===== config.mk =====
export PLATFORM = sky130hd
export DESIGN_NAME = ocm_stream_reader_flat
export DESIGN_NICKNAME = d
export VERILOG_FILES = /design/src/rtl/ocm_stream_reader_if.sv /design/src/rtl/ocm_stream_reader.sv /design/src/flat_wrapper.sv
export SDC_FILE = /design/constraint.sdc
export NUM_CORES = 1
export LEC_CHECK = 0
export ABC_AREA = 1
export CAP_MARGIN = 20
export CELL_PAD_IN_SITES_DETAIL_PLACEMENT = 1
export CELL_PAD_IN_SITES_GLOBAL_PLACEMENT = 1
export CORE_MARGIN = 8
export CORE_UTILIZATION = 46
export DETAILED_ROUTE_END_ITERATION = 7
export HOLD_SLACK_MARGIN = 0.03
export PLACE_DENSITY_LB_ADDON = 0.1
export SYNTH_ARGS = -nofsm -noshare
export SYNTH_HDL_FRONTEND = slang
export SYNTH_SLANG_ARGS = --single-unit

===== constraint.sdc =====
create_clock -name clk -period 3.7 [get_ports clk]
set_clock_uncertainty 0.05 [all_clocks]
set_input_delay 0.74 -clock clk [delete_from_list [all_inputs] [get_ports clk]]
set_output_delay 0.74 -clock clk [all_outputs]
set_load 0.02 [all_outputs]

===== src/rtl/ocm_stream_reader_if.sv =====
// rtl/ocm_stream_reader_if.sv - memory read bus and output stream bundle
interface ocm_stream_reader_if #(
  parameter int ADDR_W = 14,
  parameter int DATA_W = 64
);
  logic [ADDR_W-1:0]   address;
  logic                chipselect;
  logic                write;
  logic [DATA_W/8-1:0] byteenable;
  logic [DATA_W-1:0]   readdata;
  logic [DATA_W-1:0]   out_data;
  logic                out_valid;
  logic                out_ready;
  logic                out_last;

  modport master (
    output address, chipselect, write, byteenable,
    input  readdata,
    output out_data, out_valid, out_last,
    input  out_ready
  );

  modport slave (
    input  address, chipselect, write, byteenable,
    output readdata,
    input  out_data, out_valid, out_last,
    output out_ready
  );
endinterface


===== src/rtl/ocm_stream_reader.sv =====
// rtl/ocm_stream_reader.sv - burst reader from on-chip memory into a buffered stream
module ocm_stream_reader #(
  parameter int ADDR_W     = 14,
  parameter int DATA_W     = 64,
  parameter int MEM_DEPTH  = 8960,
  parameter int FIFO_DEPTH = 4
) (
  input  logic              clk,
  input  logic              reset,
  input  logic              start,
  input  logic [ADDR_W-1:0] base_addr,
  input  logic [ADDR_W-1:0] num_words,
  output logic              busy,
  output logic              done,
  ocm_stream_reader_if.master bus
);
  localparam int PW = $clog2(FIFO_DEPTH);
  localparam int CW = PW + 1;

  typedef enum logic [1:0] {S_IDLE, S_ISSUE, S_DRAIN, S_DONE} state_t;

  state_t state, state_nxt;

  logic [ADDR_W-1:0]     ptr;
  logic [ADDR_W-1:0]     remain;
  logic                  inflight;
  logic                  inflight_last;

  logic [DATA_W-1:0]     fifo_data [FIFO_DEPTH];
  logic [FIFO_DEPTH-1:0] fifo_last;
  logic [PW-1:0]         wr_ptr;
  logic [PW-1:0]         rd_ptr;
  logic [CW-1:0]         count;

  logic issue;
  logic push;
  logic pop;
  logic nonempty;
  logic last_issue;

  // A read is only issued when its word is guaranteed a FIFO slot on return.
  assign issue      = (state == S_ISSUE) &&
                      (((CW+1)'(count) + (CW+1)'(inflight)) < (CW+1)'(FIFO_DEPTH));
  assign last_issue = issue && (remain == ADDR_W'(1));
  assign push       = inflight;
  assign nonempty   = (count != '0);
  assign pop        = nonempty && bus.out_ready;

  assign bus.chipselect = issue;
  assign bus.address    = ptr;
  assign bus.write      = 1'b0;
  assign bus.byteenable = '1;
  assign bus.out_valid  = nonempty;
  assign bus.out_data   = nonempty ? fifo_data[rd_ptr] : '0;
  assign bus.out_last   = nonempty && fifo_last[rd_ptr];

  assign busy = (state == S_ISSUE) || (state == S_DRAIN);
  assign done = (state == S_DONE);

  // State register.
  always_ff @(posedge clk) begin
    if (reset) state <= S_IDLE;
    else       state <= state_nxt;
  end

  // Next-state logic: issue all reads, then wait for the last word to leave.
  always_comb begin
    state_nxt = state;
    case (state)
      S_IDLE:  if (start) state_nxt = (num_words == '0) ? S_DONE : S_ISSUE;
      S_ISSUE: if (last_issue) state_nxt = S_DRAIN;
      S_DRAIN: if (pop && fifo_last[rd_ptr]) state_nxt = S_DONE;
      S_DONE:  state_nxt = S_IDLE;
      default: state_nxt = S_IDLE;
    endcase
  end

  // Read pointer, remaining count and in-flight tracking; reset drops returning data.
  always_ff @(posedge clk) begin
    if (reset) begin
      ptr           <= '0;
      remain        <= '0;
      inflight      <= 1'b0;
      inflight_last <= 1'b0;
    end else begin
      inflight      <= issue;
      inflight_last <= last_issue;
      if (state == S_IDLE && start) begin
        ptr    <= base_addr;
        remain <= num_words;
      end else if (issue) begin
        ptr    <= (ptr == ADDR_W'(MEM_DEPTH - 1)) ? '0 : ptr + ADDR_W'(1);
        remain <= remain - ADDR_W'(1);
      end
    end
  end

  // FIFO storage; contents need no reset because occupancy is tracked separately.
  always_ff @(posedge clk) begin
    if (push) begin
      fifo_data[wr_ptr] <= bus.readdata;
      fifo_last[wr_ptr] <= inflight_last;
    end
  end

  // FIFO pointers and occupancy, allowing push and pop in the same cycle.
  always_ff @(posedge clk) begin
    if (reset) begin
      wr_ptr <= '0;
      rd_ptr <= '0;
      count  <= '0;
    end else begin
      if (push) wr_ptr <= wr_ptr + PW'(1);
      if (pop)  rd_ptr <= rd_ptr + PW'(1);
      case ({push, pop})
        2'b10:   count <= count + CW'(1);
        2'b01:   count <= count - CW'(1);
        default: count <= count;
      endcase
    end
  end
endmodule


===== src/flat_wrapper.sv =====
// flat-port wrapper written by rule: the top's interface ports become plain ports
module ocm_stream_reader_flat 
#(
  parameter int ADDR_W     = 14,
  parameter int DATA_W     = 64,
  parameter int MEM_DEPTH  = 8960,
  parameter int FIFO_DEPTH = 4
)
  (clk, reset, start, base_addr, num_words, busy, done, bus_address, bus_chipselect, bus_write, bus_byteenable, bus_readdata, bus_out_data, bus_out_valid, bus_out_last, bus_out_ready);
  ocm_stream_reader_if #(.ADDR_W(ADDR_W), .DATA_W(DATA_W)) bus_i ();
  input  logic clk;
  input  logic reset;
  input  logic start;
  input  logic [ADDR_W-1:0] base_addr;
  input  logic [ADDR_W-1:0] num_words;
  output logic busy;
  output logic done;
  output wire logic [$bits(bus_i.address)-1:0] bus_address;
  output wire logic [$bits(bus_i.chipselect)-1:0] bus_chipselect;
  output wire logic [$bits(bus_i.write)-1:0] bus_write;
  output wire logic [$bits(bus_i.byteenable)-1:0] bus_byteenable;
  input wire logic [$bits(bus_i.readdata)-1:0] bus_readdata;
  output wire logic [$bits(bus_i.out_data)-1:0] bus_out_data;
  output wire logic [$bits(bus_i.out_valid)-1:0] bus_out_valid;
  output wire logic [$bits(bus_i.out_last)-1:0] bus_out_last;
  input wire logic [$bits(bus_i.out_ready)-1:0] bus_out_ready;
  assign bus_address = bus_i.address;
  assign bus_chipselect = bus_i.chipselect;
  assign bus_write = bus_i.write;
  assign bus_byteenable = bus_i.byteenable;
  assign bus_i.readdata = bus_readdata;
  assign bus_out_data = bus_i.out_data;
  assign bus_out_valid = bus_i.out_valid;
  assign bus_out_last = bus_i.out_last;
  assign bus_i.out_ready = bus_out_ready;
  ocm_stream_reader #(.ADDR_W(ADDR_W), .DATA_W(DATA_W), .MEM_DEPTH(MEM_DEPTH), .FIFO_DEPTH(FIFO_DEPTH)) u_core (.clk(clk), .reset(reset), .start(start), .base_addr(base_addr), .num_words(num_words), .busy(busy), .done(done), .bus(bus_i));
endmodule

==> summary.md <==
| Metric | Value |
|---|---|
| Minimum period implied by the final worst setup slack | `3.42 ns` |
| # IOs | `188` |
| Distinct cells, synth | `38` |
| Gr usage total | `20.1%` |
| Post-Synthesis Cells | `1172` |
| Post-DR vias/cell | `5.35` |
| Clk slew on worst S/H paths | `0.06 ns` |
| Register area share after synthesis | `68.1%` |
| Max cap viols | `0` |
| Setup CP Type | `reg -> out` |
| Critical Path Max Stage Delay | `0.67 ns` |
| Routed Antenna Nets | `0` |
| Nets | `1450` |
| First-pass GRT wire length | `53500 um` |
| Grt ovf | `0` |
| Largest net degree at the start of global routing | `89` |
| Floorplan Core Area | `27000 um2` |
| Residual DRC count | `0` |
| Asr flop ratio synth | `0%` |
| Hold wc startpoint | `u_core.inflight_last` |
| Drt pass-1 iters | `4` |
| Crit-path max FO | `29` |
| Tcrit/Tclk final | `92.4%` |
| Top sig layer | `met5` |
| CTS tree | `built` |
| Routability cong. | `0.812` |
| Initial antenna violation count | `2` |
| Worst EP required | `2.91 ns` |
| Yosys Warn Count | `0` |
| Largest cells by area after synthesis | `edfxtp_1, nor2_1, dfxtp_1, o21ai_0, a21oi_1` |
| LEAKAGE | `5.47 nW` |
| Sink Count | `301` |
| Final setup fails | `0` |
| Synthesized area | `12700 um2` |
| Flops & latches, synth | `301` |
| Total power | `10.8 mW` |
| R2r startpoint | `u_core.wr_ptr[0]` |
| Synth Flop Type | `edfxtp_1` |
| Final WL | `33700 um` |
| Fmax | `292 MHz` |
| Worst setup EP type | `output pin` |
| Die footprint | `33100 um2` |
| # rows | `60` |
| Crit path max-delay family | `buffers and inverters` |
| Starting Density | `46.9%` |
| TritonCTS Buffers | `31` |
| Max-slew violation count | `0` |
| Crit-path cells | `inv_2 -> buf_4 -> nor2_1 -> o21ai_0 -> a21oi_1 -> clkdlybuf4s50_1` |
| RSZ-0062 raised after global routing | `false` |
| EDFF count, synth | `260` |
| IO buf count | `178` |
| Area delta synth->final | `24.0%` |
| Commonest non-fill, non-tap cell in the layout | `nor2_1` |
| Critical Path AT | `2.63 ns` |
| Final Util | `58.2%` |
| Outcome | `complete, no violations` |
| Wire length on met1 | `14800 um` |
| CTS root buffer | `clkbuf_16` |
| Power per cell area | `686 nW/um2` |
| Share of the synthesized area in the top cell type | `61.6%` |
| Crit-path slowest cell | `clkdlybuf4s50_1` |
| Reg2Reg Depth | `5` |
| Initial DRC Count | `527` |
| Commonest cells after routing, fill and taps aside | `nor2_1, edfxtp_1, clkdlybuf4s50_1, o21ai_0, nand2_1` |
| Vias | `9125` |
| Die Width | `182 um` |
| Htree depth | `1` |
| Hold Vio Cnt, Final | `0` |
| Per-cell routed wire length | `19.7 um` |
| Hold_ws | `0.443 ns` |
| Hold path cells | `0` |
| Met3 Routed Length | `1770 um` |
| Met2 Routed Length | `16500 um` |
| Worst IR Drop VDD | `0.425 mV` |
| Vias in the first global route | `9963` |
| Synth area leader | `edfxtp_1` |
| Worst skew pair latency | `0.57 ns` |
| WP buf/inv | `3` |
| Die Y | `182 um` |
| Hold Crit Class | `reg -> reg` |
| Layout cells sized above 1 | `6.74%` |
| Setup TNS | `0 ns` |
| Worst Tran Pin Value | `0.959 ns` |
| Rel. slew slack | `36.0%` |
| Post-Syn Area per Cell | `10.8 um2` |
| RR Endpoint | `u_core.fifo_data[2][5]` |
| FF-to-FF setup slack | `1.44 ns` |
| Hold EP | `u_core.fifo_last[2]` |
| Kind of start point of the critical path | `register` |
| Clk buf depth | `3` |
| Post-DP HPWL | `21100 um` |
-- logic make-up (layout without fill, tap and decap cells) --
logic type	count (synthesis)	after routing	share of synthesized area [%]
XOR/XNOR	7	7	0.484
buffers and inverters	126	312	4.36
AO/OA/AOI/OAI	267	267	11.3
flip-flops	301	301	68.1
other	2	10	0.0593
adder cells (fa/ha/maj)	14	14	1.44
AND/OR/NAND/NOR	455	455	14.3
-- power breakdown --
part | leakage (nW) | internal, mW | switching, mW
Sequential | 2.69 | 4.01 | 0.198
Clock | 0.465 | 1.69 | 1.26
Combinational | 2.32 | 1.31 | 2.32
-- stage by stage --
stage / instance area, um2 / std cells / worst slack, ns
CTS: 15700 / 1706 / 0.0416
global placement: 14800 / 1648 / 0.685
detailed placement: 14800 / 1648 / 0.660
global route: 15700 / 1707 / 0.0989
floorplan: 12700 / 1179 / 1.36
finish: 15700 / 1707 / 0.280
-- flip-flops by register name, indices dropped and copies added, names as in the netlist, named ones only --
register	count
u_core.bus.address	14
u_core.count	3
u_core.fifo_data	256
u_core.fifo_last	4
u_core.inflight	1
u_core.inflight_last	1
u_core.rd_ptr	2
u_core.remain	14
u_core.state	2
u_core.wr_ptr	2
-- worst max-delay path by stage --
stage | start | endpoint | slack [ns] | depth (start not counted)
3_5_place_dp | register | bus_out_data[1] | 0.66 | 6
2_1_floorplan | u_core.wr_ptr[0] | u_core.fifo_data[2][0] | 1.36 | 4
6_report | register | bus_out_data[1] | 0.28 | 6
5_1_grt | register | bus_out_data[1] | 0.1 | 6
3_3_place_gp | register | bus_out_data[1] | 0.68 | 6
4_1_cts | register | bus_out_data[1] | 0.04 | 6
-- layer usage --
layer / track usage [%] / vias to the layer above
met5: 0 / -
met4: 5.38 / 2
met3: 4.21 / 40
met2: 34.6 / 203
met1: 25.4 / 4511
li1: - / 4369
-- cell usage after synthesis, types with 2 or more instances --
| library cell | instances |
|---|---|
| a21oi_1 | 89 |
| a21oi_2 | 6 |
| a31oi_1 | 4 |
| buf_1 | 9 |
| buf_2 | 25 |
| buf_4 | 11 |
| clkbuf_1 | 20 |
| conb_1 | 2 |
| dfxtp_1 | 41 |
| edfxtp_1 | 260 |
| ha_1 | 13 |
| inv_1 | 54 |
| inv_2 | 6 |
| nand2_1 | 94 |
| nand2_4 | 2 |
| nand3_1 | 28 |
| nand3_2 | 2 |
| nand4_1 | 8 |
| nor2_1 | 313 |
| nor2_2 | 3 |
| nor3_1 | 2 |
| o211ai_1 | 7 |
| o21ai_0 | 145 |
| o21ai_1 | 4 |
| o21ai_2 | 6 |
| xnor2_1 | 2 |
| xor2_1 | 5 |
-- timing repair --
| action | CTS | global route |
|---|---|---|
| gates resized for setup | 0 | 1 |
| endpoints found under the setup margin | 0 | 2 |
| hold buffers | 0 | 0 |
| buffers inserted | 0 | 0 |
-- final cells by class --
type	count	area, um2
tap	341	427
clock buffer	51	881
clock inverter	7	73.8
timing repair buffer	194	1950
multi-input combinational	752	3520
sequential	301	8640
fill	2845	11300
inverter	60	231
antenna	1	2.50
Note: power is estimated with default switching activity, not from simulation.
